===== src/rtl/p2s_arb_pkg.sv =====
// Shared types and limits for the round-robin p2s arbiter.
package p2s_arb_pkg;

  localparam int MAX_REQ = 16;

  typedef enum logic [1:0] {
    IDLE = 2'b00,
    HDR  = 2'b01,
    PLD  = 2'b10
  } arb_state_e;

endpackage


===== src/rtl/p2s_arbiter_if.sv =====
// Requester and serializer-facing handshake signals of the p2s arbiter.
interface p2s_arbiter_if #(
  parameter int N = 8,
  parameter int M = 4
);
  logic [M-1:0]   req_valid;
  logic [M*N-1:0] req_data;
  logic [M-1:0]   req_ready;
  logic           par_valid;
  logic [N-1:0]   par_data;
  logic           par_ready;

  // master drives requests and the serializer's ready; slave is the arbiter
  modport master (
    output req_valid, req_data, par_ready,
    input  req_ready, par_valid, par_data
  );

  modport slave (
    input  req_valid, req_data, par_ready,
    output req_ready, par_valid, par_data
  );
endinterface


===== src/rtl/rr_picker.sv =====
// Combinational find-first-set over the request vector, starting at ptr and wrapping modulo M.
module rr_picker #(
  parameter int M  = 4,
  parameter int IW = $clog2(M)
) (
  input  logic [M-1:0]  valid,
  input  logic [IW-1:0] ptr,
  output logic          any,
  output logic [IW-1:0] idx
);

  logic [M-1:0][IW-1:0] cand;
  logic [M-1:0]         hit;

  // cand[gi] is the requester sitting gi places after ptr; ptr < M so one subtraction wraps it
  for (genvar gi = 0; gi < M; gi++) begin : g_cand
    logic [IW:0] sum;
    assign sum      = {1'b0, ptr} + (IW+1)'(gi);
    assign cand[gi] = (sum >= (IW+1)'(M)) ? IW'(sum - (IW+1)'(M)) : sum[IW-1:0];
    assign hit[gi]  = valid[cand[gi]];
  end

  always_comb begin
    any = |hit;
    idx = '0;
    for (int k = M - 1; k >= 0; k--) begin
      if (hit[k]) idx = cand[k];
    end
  end

endmodule


===== src/rtl/p2s_arbiter.sv =====
// Round-robin arbiter feeding one p2s serializer: per grant an optional header word
// (the requester index) followed by that requester's payload word.
module p2s_arbiter
  import p2s_arb_pkg::*;
#(
  parameter int N      = 8,
  parameter int M      = 4,
  parameter int HDR_EN = 1,
  parameter int CNT_W  = 16
) (
  input  logic                  clk,
  input  logic                  rstn,
  p2s_arbiter_if.slave          bus,
  output logic                  busy,
  output logic [$clog2(M)-1:0]  grant_id,
  output logic [CNT_W-1:0]      frame_cnt
);

  localparam int IW = $clog2(M);

  if (M < 2 || M > MAX_REQ || M > (1 << N)) begin : g_param_check
    $error("p2s_arbiter: M must be 2..16 and fit in an N-bit header");
  end

  arb_state_e      state_reg, state_next;
  logic [IW-1:0]   ptr_reg;
  logic [IW-1:0]   grant_reg;
  logic [CNT_W-1:0] cnt_reg;
  logic            pick_any;
  logic [IW-1:0]   pick_idx;

  rr_picker #(.M(M), .IW(IW)) u_picker (
    .valid (bus.req_valid),
    .ptr   (ptr_reg),
    .any   (pick_any),
    .idx   (pick_idx)
  );

  always_ff @(posedge clk or negedge rstn) begin
    if (!rstn) begin
      state_reg <= IDLE;
      ptr_reg   <= '0;
      grant_reg <= '0;
      cnt_reg   <= '0;
    end else begin
      state_reg <= state_next;
      if (state_reg == IDLE && pick_any) grant_reg <= pick_idx;
      // the served requester becomes lowest priority for the next arbitration
      if (state_reg == PLD && bus.par_ready) begin
        ptr_reg <= (grant_reg == IW'(M - 1)) ? '0 : grant_reg + 1'b1;
        if (cnt_reg != {CNT_W{1'b1}}) cnt_reg <= cnt_reg + 1'b1;
      end
    end
  end

  always_comb begin
    state_next    = state_reg;
    bus.par_valid = 1'b0;
    bus.par_data  = '0;
    bus.req_ready = '0;
    case (state_reg)
      IDLE: begin
        if (pick_any) state_next = (HDR_EN != 0) ? HDR : PLD;
      end
      HDR: begin
        bus.par_valid = 1'b1;
        bus.par_data  = N'(grant_reg);
        if (bus.par_ready) state_next = PLD;
      end
      PLD: begin
        // payload passes straight through; the requester holds it until req_ready
        bus.par_valid = 1'b1;
        bus.par_data  = bus.req_data[grant_reg*N +: N];
        if (bus.par_ready) begin
          bus.req_ready[grant_reg] = 1'b1;
          state_next               = IDLE;
        end
      end
      default: state_next = IDLE;
    endcase
  end

  assign busy      = (state_reg != IDLE);
  assign grant_id  = grant_reg;
  assign frame_cnt = cnt_reg;

endmodule


===== src/flat_wrapper.sv =====
// flat-port wrapper written by rule: the top's interface ports become plain ports
module p2s_arbiter_flat import p2s_arb_pkg::*;
#(
  parameter int N      = 8,
  parameter int M      = 4,
  parameter int HDR_EN = 1,
  parameter int CNT_W  = 16
)
  (clk, rstn, busy, grant_id, frame_cnt, bus_req_valid, bus_req_data, bus_par_ready, bus_req_ready, bus_par_valid, bus_par_data);
  p2s_arbiter_if #(.N(N), .M(M)) bus_i ();
  input  logic clk;
  input  logic rstn;
  output logic busy;
  output logic [$clog2(M)-1:0] grant_id;
  output logic [CNT_W-1:0] frame_cnt;
  input wire logic [$bits(bus_i.req_valid)-1:0] bus_req_valid;
  input wire logic [$bits(bus_i.req_data)-1:0] bus_req_data;
  input wire logic [$bits(bus_i.par_ready)-1:0] bus_par_ready;
  output wire logic [$bits(bus_i.req_ready)-1:0] bus_req_ready;
  output wire logic [$bits(bus_i.par_valid)-1:0] bus_par_valid;
  output wire logic [$bits(bus_i.par_data)-1:0] bus_par_data;
  assign bus_i.req_valid = bus_req_valid;
  assign bus_i.req_data = bus_req_data;
  assign bus_i.par_ready = bus_par_ready;
  assign bus_req_ready = bus_i.req_ready;
  assign bus_par_valid = bus_i.par_valid;
  assign bus_par_data = bus_i.par_data;
  p2s_arbiter #(.N(N), .M(M), .HDR_EN(HDR_EN), .CNT_W(CNT_W)) u_core (.clk(clk), .rstn(rstn), .bus(bus_i), .busy(busy), .grant_id(grant_id), .frame_cnt(frame_cnt));
endmodule

===== config.mk =====
export PLATFORM = sky130hd
export DESIGN_NAME = p2s_arbiter_flat
export DESIGN_NICKNAME = d
export VERILOG_FILES = /design/src/rtl/p2s_arb_pkg.sv /design/src/rtl/p2s_arbiter_if.sv /design/src/rtl/rr_picker.sv /design/src/rtl/p2s_arbiter.sv /design/src/flat_wrapper.sv
export SDC_FILE = /design/constraint.sdc
export NUM_CORES = 1
export LEC_CHECK = 0
export CAP_MARGIN = 20
export CORE_ASPECT_RATIO = 1.5
export CORE_MARGIN = 4
export CORE_UTILIZATION = 39
export CTS_BUF_LIST = sky130_fd_sc_hd__clkbuf_4 sky130_fd_sc_hd__clkbuf_8
export DETAILED_ROUTE_END_ITERATION = 8
export GPL_ROUTABILITY_DRIVEN = 0
export PLACE_DENSITY = 0.77
export SETUP_SLACK_MARGIN = 0.4
export SLEW_MARGIN = 15
export SYNTH_ARGS = -nofsm -noshare
export SYNTH_HDL_FRONTEND = slang
export SYNTH_SLANG_ARGS = --single-unit

===== constraint.sdc =====
create_clock -name clk -period 2.1 [get_ports clk]
set_clock_uncertainty 0.15 [all_clocks]
set_input_delay 0.525 -clock clk [delete_from_list [all_inputs] [get_ports clk]]
set_output_delay 0.525 -clock clk [all_outputs]
set_load 0.01 [all_outputs]

==> results of run 1 <==
==> layer usage <==
metal	track usage	wire length (microns)	vias to the layer above
li1	-	-	866
met1	0.249	2560	991
met2	0.531	4750	131
met3	0.0497	659	42
met4	0.127	541	0
met5	0	0	-
==> critical path, stage by stage, from the launching register on <==
cell and delay (ns):
dfrtp_2 0.42, buf_6 0.12, mux4_2 0.49, a22oi_2 0.14, nor2b_1 0.07, buf_2 0.14
==> cell type report <==
cell class	instances	area, sq um
clock buffers	4	48.8
repair buffers	157	1450
fillers	177	420
well taps	45	56.3
multi-input cells	117	1350
flip-flops and latches	22	564
inverters	7	37.5
==> cells in the final DEF, fill, tap and decap left out, types with 3 or more instances in the layout <==
master	instances
buf_6	43
a21oi_1	3
nor4_2	3
xnor2_2	3
ha_4	8
clkdlybuf4s50_1	6
nand2_1	7
nor2b_1	3
nand4_1	7
inv_2	3
nor2_4	4
clkbuf_8	3
buf_4	57
xor2_1	4
mux4_2	7
nor2_1	4
mux2_4	6
a21oi_2	3
dfrtp_2	11
clkdlybuf4s15_1	5
and3_4	10
dlygate4sd2_1	40
dfrtp_1	11
o21ai_0	3
==> power by group <==
group / switching (uW) / total [uW] / leakage (uW) / internal (uW)
sequential: 127 / 654 / 0.000276 / 527
clock: 152 / 301 / 0.0000262 / 149
combinational: 1150 / 2760 / 0.00134 / 1610
==> per-stage QoR <==
stage	setup TNS (ns)	worst slack, ns	utilization	instances
CTS	-1.90	-0.243	0.818	333
floorplan	0	0.101	-	151
global placement	-8.56	-0.709	0.661	292
detailed placement	-9.09	-0.693	0.661	292
global route	-3.59	-0.263	0.893	352
finish	-2.35	-0.216	0.893	352
==> worst max-delay path by stage <==
stage	slack, ns	depth (start not counted)	end	from
CTS	-0.24	4	bus_par_data[7]	u_core.grant_id[0]$_DFFE_PN0P_
finish	-0.22	5	bus_par_data[1]	u_core.grant_id[0]$_DFFE_PN0P_
floorplan	0.10	4	bus_par_data[1]	u_core.grant_id[0]$_DFFE_PN0P_
global route	-0.26	5	bus_par_data[1]	u_core.grant_id[0]$_DFFE_PN0P_
detailed placement	-0.69	5	bus_par_data[1]	bus_req_data[25]
global placement	-0.71	5	bus_par_data[1]	bus_req_data[25]
==> repair_timing <==
action                     4_1_cts  5_1_grt
setup endpoints to repair       53       44
resized for setup              211       36
pin swaps                       39       26
setup buffers                   37       19
==> logic make-up after synthesis <==
logic type,Yosys count
buf+inv,12
simple gates,63
xor+xnor,9
fa+ha+maj,10
mux,15
flops,22
compound gates,20
==> results.py, run 1 <==
metrics = {
    "run_status": {
        "status": "finished with violations",
        "violations": "setup timing",
    },
    "route": {
        "totalWireLength_microns": 8510,
        "wl_per_cell_microns": 24.2,
        "drtPass1Iterations": 6,
        "num_vias": 2030,
        "ant_nets": 0,
        "drtIter0Drc": 69,
        "vias_per_cell": 5.77,
        "drc": 0,
    },
    "worst_hold_path": {
        "whs_path_depth": 1,
        "hold_class": "register to register",
        "min_to": "u_core.frame_cnt[9]$_DFFE_PN0P_",
        "min_from": "u_core.frame_cnt[9]$_DFFE_PN0P_",
    },
    "floorplanning": {
        "start_util": 0.400,
        "core-area_sq_mm": 0.00392,
        "die_w_microns": 59.8,
        "row_count": 28,
        "die_y_microns": 85.7,
        "die-area_sq_mm": 0.00512,
        "ios": 71,
    },
    "grt": {
        "grt_max_degree": 23,
        "grtUsageTotal": 0.270,
        "grt_pass1_wl_microns": 10400,
        "grt_overflow": 0,
        "grt_pass1_vias": 2109,
        "antenna_found_initial": 0,
    },
    "clock_tree": {
        "cts_inserted_buffers": 3,
        "cts_buffer_depth": 2,
        "hold_buffers": 0,
        "cts_tree": "built",
        "clk_latency_ns": 0.27,
        "clkSlewWorstSetupHoldPaths_ns": 0.08,
        "clock_sinks": 22,
        "root_buffer": "clkbuf_8",
        "htreeDepth": 1,
    },
    "yosys": {
        "synth-adder-area-share": 0.0797,
        "synthSimpleGateAreaFrac": 0.251,
        "synth-compound-area-share": 0.0781,
        "syn_area_per_cell_sq_um": 10.4,
        "synth_edf_count": 0,
        "synth_area_sq_mm": 0.00157,
        "yosysSeqAreaShare": 0.351,
        "synth-async-reset-ratio": 1.00,
        "synth_top_area_frac": 0.351,
        "synth_flop_cell": "dfrtp_1",
        "synthCells": 151,
        "synth.cells.most_frequent": "22 x dfrtp_1, 12 x and3_1, 10 x ha_1, 10 x nand2_1, 8 x nor2_1",
        "synth_most_common_cell": "dfrtp_1",
        "synth_nets": 200,
        "synth_xor_area_frac": 0.0502,
        "synth_top_family_by_area": "simple AND/OR/NAND/NOR gates",
        "ys_types": 42,
        "synth_area_leaders": "dfrtp_1 35%, mux4_2 10%, ha_1 8.0%",
        "yosysTopAreaCell": "dfrtp_1",
        "synth.area.mux_share": 0.159,
        "ys_ff_latch": 22,
        "yosys_warnings": 0,
    },
    "timing": {
        "fin_ws_ns": -0.216,
        "drv_slew": 0,
        "fin_crit_ns": 2.32,
        "worst_pin_slew_ns": 0.464,
        "hold_violations": 0,
        "max_freq_ghz": 0.432,
        "setup_violations": 19,
        "finalCritPeriodShare": 1.10,
        "hold_slack_ns": 0.419,
        "rsz0062_at_grt": "yes",
        "max_slew_margin": 0.689,
    },
    "place": {
        "dp_hpwl_microns": 3770,
        "dpl_cell_area_sq_mm": 0.00259,
        "io_buffer_count": 70,
    },
    "power_and_ir_drop": {
        "leakage_uw": 0.00164,
        "p_total_uw": 3710,
        "powerDensity_mw_per_mm2": 1060,
        "ir_drop_uv": 889,
    },
    "setup_path": {
        "critPathMaxFanout": 4,
        "cp-start-kind": "register",
        "r2r-end": "u_core.frame_cnt[14]$_DFFE_PN0P_",
        "crit_type": "register to output pin",
        "timing.rr.start": "u_core.state_reg[0]$_DFFE_PN0P_",
        "ff2ff_setup_slack_ns": -0.16,
        "critical_path.endpoint_type": "output pin",
        "required_ns": 1.42,
        "arrival_ns": 1.64,
        "rr_worst_depth": 10,
    },
    "final_layout": {
        "largest_reg_flops": 16,
        "postLayoutCellArea_sq_mm": 0.00350,
        "diodes": 0,
        "nets": 357,
        "syn_to_final_growth_pct": 123,
        "drive_above_1_share": 0.616,
    },
    "flow_run": {
        "cap_violations": 0,
    },
}
Power figures use the tool's default switching activity.
==> run 2, diff against run 1 <==
--- a/config.mk
+++ b/config.mk
@@ -8,11 +8,11 @@
 export CAP_MARGIN = 20
 export CORE_ASPECT_RATIO = 1.5
 export CORE_MARGIN = 4
-export CORE_UTILIZATION = 39
-export CTS_BUF_LIST = sky130_fd_sc_hd__clkbuf_4 sky130_fd_sc_hd__clkbuf_8
+export CORE_UTILIZATION = 43
+export CTS_BUF_LIST = sky130_fd_sc_hd__clkbuf_4
 export DETAILED_ROUTE_END_ITERATION = 8
 export GPL_ROUTABILITY_DRIVEN = 0
-export PLACE_DENSITY = 0.77
+export PLACE_DENSITY = 0.8
 export SETUP_SLACK_MARGIN = 0.4
 export SLEW_MARGIN = 15
 export SYNTH_ARGS = -nofsm -noshare
==> constraint.sdc (replaced) <==
create_clock -name clk -period 2.3 [get_ports clk]
set_clock_uncertainty 0.15 [all_clocks]
set_input_delay 0.575 -clock clk [delete_from_list [all_inputs] [get_ports clk]]
set_output_delay 0.575 -clock clk [all_outputs]
set_load 0.01 [all_outputs]
==> run 2 against run 1 <==
The run still ends with setup timing left; sequential power decreased by 13%; core utilization increased by 1.2 points; combinational power decreased by 26%; setup slack improved by 0.0075 ns; sequential share of layout area increased by 2.0 points; clock power decreased by 35%; final cell count decreased by 9.7%; global-route usage decreased by 0.28 points; first-iteration DRC count increased by 10%; non-clock buffer count decreased by 31; register-to-register slack improved by 0.29 ns; power decreased by 25%.
==> results.py, run 2 (synthesis results as in run 1) <==
metrics = {
    "final_layout": {
        "largest_reg_flops": 16,
        "final_common_cell": "dlygate4sd2_1",
        "nets": 326,
        "syn_to_final_growth_pct": 99.0,
        "fin_cells": 318,
        "drive_above_1_share": 0.533,
        "diodes": 0,
        "final_cell_mix": "47 x dlygate4sd2_1, 40 x buf_4, 24 x buf_6, 11 x dfrtp_2, 11 x dfrtp_1",
    },
    "timing": {
        "hold_slack_ns": 0.421,
        "drv_slew": 0,
        "rsz0062_at_grt": "yes",
        "worst_pin_slew_ns": 0.387,
        "fin_crit_ns": 2.51,
        "max_freq_ghz": 0.399,
        "hold_violations": 0,
        "fin_ws_ns": -0.209,
        "setup_violations": 12,
        "max_slew_margin": 0.742,
        "finalCritPeriodShare": 1.09,
    },
    "setup_path": {
        "required_ns": 1.57,
        "cp-start-kind": "register",
        "arrival_ns": 1.78,
        "critPathMaxFanout": 4,
        "crit_type": "register to output pin",
        "critical_path.endpoint_type": "output pin",
    },
    "floorplanning": {
        "die-area_sq_mm": 0.00470,
        "row_count": 26,
        "die_y_microns": 82.0,
        "start_util": 0.455,
        "ios": 71,
        "die_w_microns": 57.3,
        "core-area_sq_mm": 0.00345,
    },
    "power_and_ir_drop": {
        "clock_power_share": 0.070,
        "leakage_uw": 0.00145,
        "seqPwrFrac": 0.205,
        "p_total_uw": 2790,
        "switching_share": 0.402,
        "powerDensity_mw_per_mm2": 895,
        "p_sw_uw": 1120,
        "ir_drop_uv": 699,
        "cell_internal_pwr_uw": 1670,
        "combPwrFrac": 0.726,
    },
    "place": {
        "dp_hpwl_microns": 3990,
        "placed_cells": 277,
        "io_buffer_count": 70,
        "pre_cts_ws_ns": -0.583,
    },
    "clock_tree": {
        "cts_buffer_depth": 2,
        "clock_sinks": 22,
        "clkSlewWorstSetupHoldPaths_ns": 0.12,
        "hold_buffers": 0,
        "clk_latency_ns": 0.34,
        "root_buffer": "clkbuf_4",
        "cts_tree": "built",
        "cts_inserted_buffers": 3,
        "htreeDepth": 1,
    },
    "grt": {
        "grt_pass1_wl_microns": 9590,
        "grt_overflow": 0,
        "grt_pass1_vias": 1874,
        "grt_max_degree": 23,
        "antenna_found_initial": 0,
        "grtUsageTotal": 0.268,
    },
    "route": {
        "num_vias": 1865,
        "totalWireLength_microns": 7590,
        "wl_per_cell_microns": 23.9,
        "drc": 0,
        "drtIter0Drc": 76,
        "drtPass1Iterations": 4,
        "vias_per_cell": 5.86,
        "ant_nets": 0,
    },
    "run_status": {
        "violations": "setup timing",
        "status": "finished with violations",
    },
    "worst_hold_path": {
        "hold_class": "primary input to asynchronous set/reset pin",
    },
    "flow_run": {
        "cap_violations": 0,
    },
}
[run 2: power by group through the flow]
stage	logic, uW	clock network, uW	registers, uW
floorplan	643	0	594
global placement	1260	0	576
detailed placement	1320	0	582
CTS	1590	188	545
global route	2120	209	578
finish	2030	195	572
[run 2: path summary, 6_finish.rpt]
path                                                 start                                to  slack, ns  depth (start not counted)
hold reg to reg              u_core.ptr_reg[0]$_DFFE_PN0P_     u_core.ptr_reg[0]$_DFFE_PN0P_       0.44                          2
setup reg to reg           u_core.state_reg[0]$_DFFE_PN0P_  u_core.frame_cnt[15]$_DFFE_PN0P_       0.13                          9
max in group asynchronous                             rstn   u_core.frame_cnt[6]$_DFFE_PN0P_       1.33                          2
min in group clk             u_core.ptr_reg[0]$_DFFE_PN0P_     u_core.ptr_reg[0]$_DFFE_PN0P_       0.44                          2
hold / removal                                        rstn  u_core.frame_cnt[15]$_DFFE_PN0P_       0.42                          2
setup / recovery            u_core.grant_id[0]$_DFFE_PN0P_                   bus_par_data[3]      -0.21                          5
[run 2: critical path, stage by stage, from the launching register on]
cell and delay (ns):
dfrtp_2 0.43, buf_12 0.11, clkbuf_16 0.13, mux4_2 0.49, and3_4 0.17, buf_6 0.11
[run 2: timing repair]
item                                    4_1_cts  5_1_grt
setup buffers                                27        9
endpoints found under the setup margin       46       34
gates cloned                                  0        1
pin swaps                                    14       26
resized for setup                           160       48
[run 2: routing by layer]
metal,share of wire,wire length [microns],GRT usage
met1,0.33,2530,0.279
met2,0.54,4080,0.532
met3,0.079,596,0.0550
met4,0.049,372,0.0696
met5,0,0,0
[run 2: area by class of cell]
cell class | count | area [sq um]
sequential | 22 | 564
clock inverter | 1 | 3.75
clock buffer | 3 | 22.5
multi-input combinational | 117 | 1280
timing repair buffer | 126 | 1170
tap | 42 | 52.6
fill | 140 | 327
inverter | 7 | 33.8
[run 2: per-stage QoR]
stage | util | TNS [ns] | area, sq um
after floorplan | - | 0 | 1610
after global placement | 0.725 | -5.53 | 2500
after detailed placement | 0.725 | -6.15 | 2500
after CTS | 0.812 | -0.700 | 2800
after global routing | 0.905 | -2.24 | 3120
final | 0.905 | -1.79 | 3120
